===== src/rtl/main_memory_ctrl.sv =====
// main_memory_ctrl
//   Main-memory controller downstream of the L1 cache. Write-backs are posted
//   into a small FIFO write buffer and drained into the backing array whenever
//   no write is being enqueued. Fills are forwarded from the buffer
//   (youngest match) or read from the array after READ_LAT cycles.
//
// Ports:
//   clock, reset          single clock, synchronous active-high reset
//   req_valid/req_ready   request handshake
//   req_we                1 = posted write-back, 0 = fill read
//   req_addr, req_wdata   word address / write-back data
//   resp_valid            one-cycle pulse with fill data in resp_data
//   resp_data             fill data, held until the next response
//   busy                  read outstanding or write buffer non-empty
//   wb_count              write-buffer occupancy
module main_memory_ctrl #(
    parameter int ADDR_W   = 5,
    parameter int DATA_W   = 3,
    parameter int READ_LAT = 2,
    parameter int WB_DEPTH = 2
) (
    input  logic                            clock,
    input  logic                            reset,
    input  logic                            req_valid,
    output logic                            req_ready,
    input  logic                            req_we,
    input  logic [ADDR_W-1:0]               req_addr,
    input  logic [DATA_W-1:0]               req_wdata,
    output logic                            resp_valid,
    output logic [DATA_W-1:0]               resp_data,
    output logic                            busy,
    output logic [$clog2(WB_DEPTH+1)-1:0]   wb_count
);

    localparam int CNT_W = $clog2(WB_DEPTH + 1);
    localparam int PTR_W = (WB_DEPTH > 1) ? $clog2(WB_DEPTH) : 1;
    localparam int LAT_W = (READ_LAT > 1) ? $clog2(READ_LAT) : 1;
    localparam int WORDS = 2 ** ADDR_W;

    typedef enum logic [1:0] {IDLE, READ_WAIT, RESP} state_t;
    typedef logic [WORDS-1:0][DATA_W-1:0] mem_t;

    // Power-up contents mem[i] = i mod 2^DATA_W; reset never touches the array.
    function automatic mem_t mem_init();
        mem_t m;
        for (int unsigned i = 0; i < WORDS; i++) m[i] = DATA_W'(i);
        return m;
    endfunction

    function automatic logic [PTR_W-1:0] ptr_next(input logic [PTR_W-1:0] p);
        return (int'(p) == WB_DEPTH - 1) ? '0 : p + 1'b1;
    endfunction

    mem_t              mem = mem_init();
    logic [ADDR_W-1:0] wb_addr [WB_DEPTH];
    logic [DATA_W-1:0] wb_data [WB_DEPTH];
    logic [PTR_W-1:0]  head, tail;
    logic [CNT_W-1:0]  count;
    state_t            state;
    logic [LAT_W-1:0]  lat_cnt;
    logic [ADDR_W-1:0] rd_addr;

    logic              wr_xfer, rd_xfer, drain;
    logic              fwd_hit;
    logic [DATA_W-1:0] fwd_data;
    logic [PTR_W-1:0]  idx;

    assign req_ready  = (state == IDLE) && (32'(count) < WB_DEPTH);
    assign resp_valid = (state == RESP);
    assign busy       = (state != IDLE) || (count != '0);
    assign wb_count   = count;

    assign wr_xfer = req_valid && req_ready && req_we;
    assign rd_xfer = req_valid && req_ready && !req_we;
    assign drain   = !wr_xfer && (count != '0);

    // Walk the buffer oldest to youngest so the last match is the youngest.
    // The head entry is still present in the cycle it drains, so a read
    // accepted then forwards from it.
    always_comb begin
        fwd_hit  = 1'b0;
        fwd_data = '0;
        idx      = head;
        for (int unsigned i = 0; i < WB_DEPTH; i++) begin
            if (i < 32'(count) && wb_addr[idx] == req_addr) begin
                fwd_hit  = 1'b1;
                fwd_data = wb_data[idx];
            end
            idx = ptr_next(idx);
        end
    end

    // Storage without reset: buffer payload and backing array.
    always_ff @(posedge clock) begin
        if (!reset) begin
            if (wr_xfer) begin
                wb_addr[tail] <= req_addr;
                wb_data[tail] <= req_wdata;
            end
            if (drain) mem[wb_addr[head]] <= wb_data[head];
        end
    end

    always_ff @(posedge clock) begin
        if (reset) begin
            state     <= IDLE;
            head      <= '0;
            tail      <= '0;
            count     <= '0;
            lat_cnt   <= '0;
            rd_addr   <= '0;
            resp_data <= '0;
        end else begin
            if (wr_xfer) begin
                tail  <= ptr_next(tail);
                count <= count + 1'b1;
            end else if (drain) begin
                head  <= ptr_next(head);
                count <= count - 1'b1;
            end

            case (state)
                IDLE: begin
                    if (rd_xfer) begin
                        if (fwd_hit) begin
                            resp_data <= fwd_data;
                            state     <= RESP;
                        end else begin
                            rd_addr <= req_addr;
                            lat_cnt <= LAT_W'(READ_LAT - 1);
                            state   <= READ_WAIT;
                        end
                    end
                end
                READ_WAIT: begin
                    if (lat_cnt == '0) begin
                        resp_data <= mem[rd_addr];
                        state     <= RESP;
                    end else begin
                        lat_cnt <= lat_cnt - 1'b1;
                    end
                end
                RESP:    state <= IDLE;
                default: state <= IDLE;
            endcase
        end
    end

endmodule


===== config.mk =====
export PLATFORM = sky130hd
export DESIGN_NAME = main_memory_ctrl
export DESIGN_NICKNAME = d
export VERILOG_FILES = /design/src/rtl/main_memory_ctrl.sv
export SDC_FILE = /design/constraint.sdc
export NUM_CORES = 1
export LEC_CHECK = 0
export ABC_AREA = 1
export CAP_MARGIN = 40
export CORE_ASPECT_RATIO = 1.2
export CORE_MARGIN = 5
export CORE_UTILIZATION = 40
export DETAILED_ROUTE_END_ITERATION = 10
export GPL_TIMING_DRIVEN = 0
export PLACE_DENSITY = 0.58
export SLEW_MARGIN = 10
export SYNTH_ARGS = -nofsm -noshare
export SYNTH_HDL_FRONTEND = slang
export SYNTH_SLANG_ARGS = --single-unit

===== constraint.sdc =====
create_clock -name clock -period 3.4 [get_ports clock]
set_clock_uncertainty 0.05 [all_clocks]
set_input_delay 0.51 -clock clock [delete_from_list [all_inputs] [get_ports clock]]
set_output_delay 0.51 -clock clock [all_outputs]
set_load 0.1 [all_outputs]

==> impl_metrics.ini, run 1 <==
[placed_design]
routabilityCongestion = 0.853
pre_cts_slack_ns = 0.698
port_buffers = 18
hpwlAfterDp_um = 10000

[route]
met2_length_um = 7540
met3_length_um = 810
drt_iter0_drc = 308
routed_via_density = 5.19
met1_length_um = 5640
via_count = 4409
wl_per_cell_um = 17.0
dr.pass1.iters = 5
drc = 0
drt_wl_total_um = 14500
antenna_left = 0
top_layer_used = met4

[synth]
yosysSeqAreaShare = 0.631
synth_top_area_share = 0.576
syn_area_per_cell_sq_um = 9.50
synth_ff_type = edfxtp_1
synth_area_sq_um = 5830
yosysTopAreaCell = edfxtp_1
synth_top_cells_by_count = 211 x nand2_1, 112 x edfxtp_1, 110 x nand3_1, 53 x nor2_1, 42 x inv_1
yosys_warnings = 0
syn_nets = 628
ys_ff_latch = 128
netlist_top_cells_area = edfxtp_1 58%, nand2_1 14%, nand3_1 9.4%
async_reset_ff_frac = 0
synth_most_common_cell = nand2_1
yosysUniqueCellTypes = 29
syn_inst = 614
synth_edf_count = 112

[sta]
rsz0062_at_grt = false
setup_slack_ns = 0.910
fmax_mhz = 402
finalHoldViolCount = 0
slew_headroom = 0.483
finalCritPeriodShare = 0.732
maxSlewViolCount = 0
worstMarginPinSlew_ns = 0.774
setup_tns_ns = 0
setup_viol = 0
fin_crit_ns = 2.49

[floorplan]
die_h_um = 142
io_pins = 20
placementRows = 48
core_sq_um = 14400
start_util = 0.406
die_x_um = 120
die_area_sq_um = 17100

[setup_path]
crit_slowest_cell = clkdlybuf4s50_1
crit_fanout = 4
arrival_ns = 1.93
critPathKind = reg2out
cpPeakStageDelay_ns = 0.52
end_kind = output pin
crit_chain = inv_1 > ha_1 > nand2_1 > clkdlybuf4s50_1 > buf_8
critical_path.startpoint_type = flop
crit_buf_inv = 3
cpLargestDelayFamily = buffers and inverters
worstPathRequired_ns = 2.84

[global_routing]
grt_pass1_wl_um = 23000
grt_antenna_before_repair = 0
grt_max_degree = 23
grt_pass1_vias = 4477
grt_overflow = 0
grt_usage = 0.178

[layout]
regArea_sq_um = 3680
fin_nets = 677
num_antenna_cells = 0
layout-drive-gt1-share = 0.119
fillCellCount = 1297
syn_to_final_growth_pct = 20.0
multiInputGateArea_sq_um = 1850

[cts]
clkTransAtPathRegs_ns = 0.06
cts_sinks = 128
post_cts_resized = 0
tritoncts = built
cts_setup_buffers = 0
insertion_delay_ns = 0.41
cts-root-buf = clkbuf_16
cts_buffers = 17
holdBufCountCts = 0
htreeDepth = 4
clock_path_buffers = 2

[job]
drv_cap = 0

[outcome]
status = finished, final reports clean

[power_and_ir_drop]
vdd_drop_max_v = 0.000586
p_leak_nw = 2.73
powerDensity_nw_per_um2 = 735

[min_path]
hold_class = reg2reg
[logic make-up after synthesis]
logic type	synth area share
buffers and inverters	0.0521
AND/OR/NAND/NOR	0.292
AO/OA/AOI/OAI	0.0206
adder cells (fa/ha/maj)	0.00429
flip-flops	0.631
[layout by cell type, fill, tap and decap left out, types with 2 or more instances in the layout]
cell type	netlist	layout
clkbuf_1	8	8
inv_1	42	42
clkinvlp_4	0	2
nor2_2	2	3
dfxtp_1	16	16
buf_2	8	9
nand3_2	4	4
nor2_1	53	52
clkinv_4	0	4
buf_8	0	11
clkinv_1	1	2
inv_2	3	3
clkinv_2	0	3
clkdlybuf4s50_1	0	18
nand2_2	5	5
a21oi_1	14	14
nand3_1	110	110
nand4_2	2	2
ha_1	2	2
nand2_4	2	2
clkbuf_16	0	17
bufinv_16	0	3
buf_4	5	5
nand2_1	211	211
o21ai_0	4	4
edfxtp_1	112	112
[path summary, 6_finish.rpt]
check	from	to	slack (ns)	cells past startpoint
worst min-delay path	lat_cnt	lat_cnt	0.43	2
worst max-delay path	wb_count[1]	busy	0.91	5
worst max register to register	wb_count[1]	mem[26]	1.08	7
worst min register to register	lat_cnt	lat_cnt	0.43	2
[worst register-to-register path, delay by kind of cell, from the launching register on]
family | cells | cell delay, ns
DFF | 1 | 0.38
buffers and inverters | 2 | 0.22
adders and majority gates | 1 | 0.23
and+or+nand+nor | 4 | 1.12
[where the power goes]
part | switching, mW | internal (mW) | total (mW)
Clock | 0.665 | 1.15 | 1.81
Sequential | 0.0420 | 1.90 | 1.94
Combinational | 0.988 | 0.408 | 1.40
Total | 1.69 | 3.45 | 5.14
[registers in the layout, summed over array words and instances (netlist names), 2 cells and up, named ones only]
name	cells
wb_addr	10
wb_count	2
state	2
resp_data	3
rd_addr	5
mem	96
wb_data	6
[cell type report]
| cell class | count | area share |
|---|---|---|
| plain buffers | 24 | 0.0188 |
| clock buffers | 17 | 0.0608 |
| clock inverters | 14 | 0.0240 |
| inverters | 46 | 0.0247 |
| multi-input cells | 416 | 0.264 |
| flip-flops and latches | 128 | 0.526 |
| well taps | 175 | 0.0313 |
| repair buffers | 30 | 0.0501 |
[stage by stage]
step / total power, mW / cell area, sq um / hold WS [ns] / util / std cells
global route: 5.38 / 7000 / 0.452 / 0.488 / 850
detailed placement: 3.37 / 6410 / 0.424 / 0.446 / 819
floorplan: 2.85 / 5840 / 0.389 / - / 614
global placement: 3.22 / 6240 / 0.400 / 0.434 / 807
finish: 5.14 / 7000 / 0.429 / 0.488 / 850
CTS: 5.17 / 7000 / 0.433 / 0.488 / 850
[metal layers]
metal / vias to the layer above / GRT usage
met5: - / 0
met4: 0 / 0.0931
met3: 38 / 0.0394
met2: 159 / 0.313
met1: 2054 / 0.202
li1: 2158 / -
Note: power is estimated with default switching activity, not from simulation.
==> inputs of run 2 (changes only) <==
clock period = 2.4 ns   (was 3.4 ns; I/O delays follow)
==> run 2 against run 1 <==
  * Worst hold slack worse by 0.040 ns
  * Die area did not move
  * Setup slack got worse by 0.87 ns
  * Sequential power is 42% higher
  * Critical path depth unchanged
  * Register-to-register slack got worse by 1.0 ns
  * Critical path type unchanged
  * Largest power group unchanged
  * Highest routed layer unchanged
==> impl_metrics.ini, run 2 (synthesis gave the netlist of run 1 again) <==
[setup_path]
cpLargestDelayFamily = buffers and inverters
reg2reg_slack_ns = 0.05
worstPathRequired_ns = 1.99
crit_buf_inv = 3
arrival_ns = 1.95
cpPeakStageDelay_ns = 0.55
crit_slowest_cell = clkdlybuf4s50_1
critical_path.startpoint_type = flop
end_kind = output pin
critPathKind = reg2out
crit_chain = nor2_2 > inv_1 > nor2_4 > clkdlybuf4s50_1 > buf_8
crit_fanout = 4

[cts]
clock_path_buffers = 2
holdBufCountCts = 0
clkTransAtPathRegs_ns = 0.06
insertion_delay_ns = 0.41
cts-root-buf = clkbuf_16
cts_sinks = 128
cts_setup_buffers = 0
cts_buffers = 17
tritoncts = built
htreeDepth = 4
post_cts_resized = 0

[global_routing]
grt_overflow = 0
grt_antenna_before_repair = 0
grt_max_degree = 24
grt_usage = 0.176
grt_pass1_wl_um = 22600
grt_pass1_vias = 4311

[layout]
num_antenna_cells = 0
fin_nets = 676
finish.instance_area_sq_um = 7000
final_cell_mix = 211 x nand2_1, 112 x edfxtp_1, 110 x nand3_1
largest_reg_flops = 96
layout_commonest_cell = nand2_1
syn_to_final_growth_pct = 20.0
layout-drive-gt1-share = 0.124

[outcome]
status = finished, final reports clean

[sta]
slew_headroom = 0.473
setup_viol = 0
hold-worst-slack_ns = 0.390
fin_crit_ns = 2.36
finalCritPeriodShare = 0.982
maxSlewViolCount = 0
fmax_mhz = 424
setup_slack_ns = 0.0433
worstMarginPinSlew_ns = 0.789
rsz0062_at_grt = true
finalHoldViolCount = 0

[power_and_ir_drop]
vdd_drop_max_v = 0.000944
p_leak_nw = 2.71
powerDensity_nw_per_um2 = 1030

[route]
antenna_left = 0
drt_wl_total_um = 14300
drt_iter0_drc = 295
routed_via_density = 5.08
via_count = 4316
wl_per_cell_um = 16.8
dr.pass1.iters = 5
drc = 0

[floorplan]
core_sq_um = 14400
die_x_um = 120
die_h_um = 142
start_util = 0.406
io_pins = 20
die_area_sq_um = 17100
placementRows = 48

[min_path]
hold_class = in2reg

[placed_design]
placed_area_sq_um = 6430
pre_cts_slack_ns = -0.156
hpwlAfterDp_um = 10000
routabilityCongestion = 0.901
port_buffers = 18

[job]
drv_cap = 0
-- run 2: worst reg2reg max path: cells and delay by family (launching register included) --
| kind | cells | cell delay, ns |
|---|---|---|
| buffers and inverters | 2 | 0.22 |
| flip-flops | 1 | 0.36 |
| AND/OR/NAND/NOR | 8 | 1.39 |
-- run 2: metrics by stage --
stage | setup TNS (ns) | util | instances | total power [mW]
3_3_place_gp | -3.65 | 0.435 | 807 | 4.57
4_1_cts | 0 | 0.487 | 850 | 7.24
5_1_grt | -3.33 | 0.488 | 850 | 7.52
3_5_place_dp | -6.67 | 0.448 | 818 | 4.80
2_1_floorplan | 0 | - | 614 | 4.04
6_report | 0 | 0.488 | 850 | 7.22
-- run 2: power breakdown --
part           internal, mW  switching, mW  leakage [nW]
clock                  1.51          0.958         0.262
sequential             2.69         0.0622          1.14
combinational         0.595           1.40          1.30
-- run 2: final timing paths --
path              startpoint         end  cells after the start
setup / recovery    state[1]   req_ready                      5
hold / removal         reset  rd_addr[4]                      2
setup reg to reg    state[0]      mem[2]                     10
hold reg to reg      lat_cnt     lat_cnt                      2
-- run 2: metal layers --
layer  global-route usage  share of wire  vias up
met5                    0              0        -
met4               0.0871          0.032        0
met3               0.0330          0.051       30
met2                0.310           0.51      132
met1                0.208           0.41     2003
li1                     -              -     2151
-- run 2: area by class of cell --
type	instances	area, sq um
clock inverter	15	145
multi-input combinational	416	1860
clock buffer	17	425
inverter	46	173
buffer	24	131
tap	175	219
timing repair buffer	29	358
fill	1287	7350
sequential	128	3690
==> inputs of run 3 (changes only) <==
HOLD_SLACK_MARGIN = 0.06   (was unset)
==> results of run 3 <==
Final layout, timing and power as in run 2 (identical DEF).
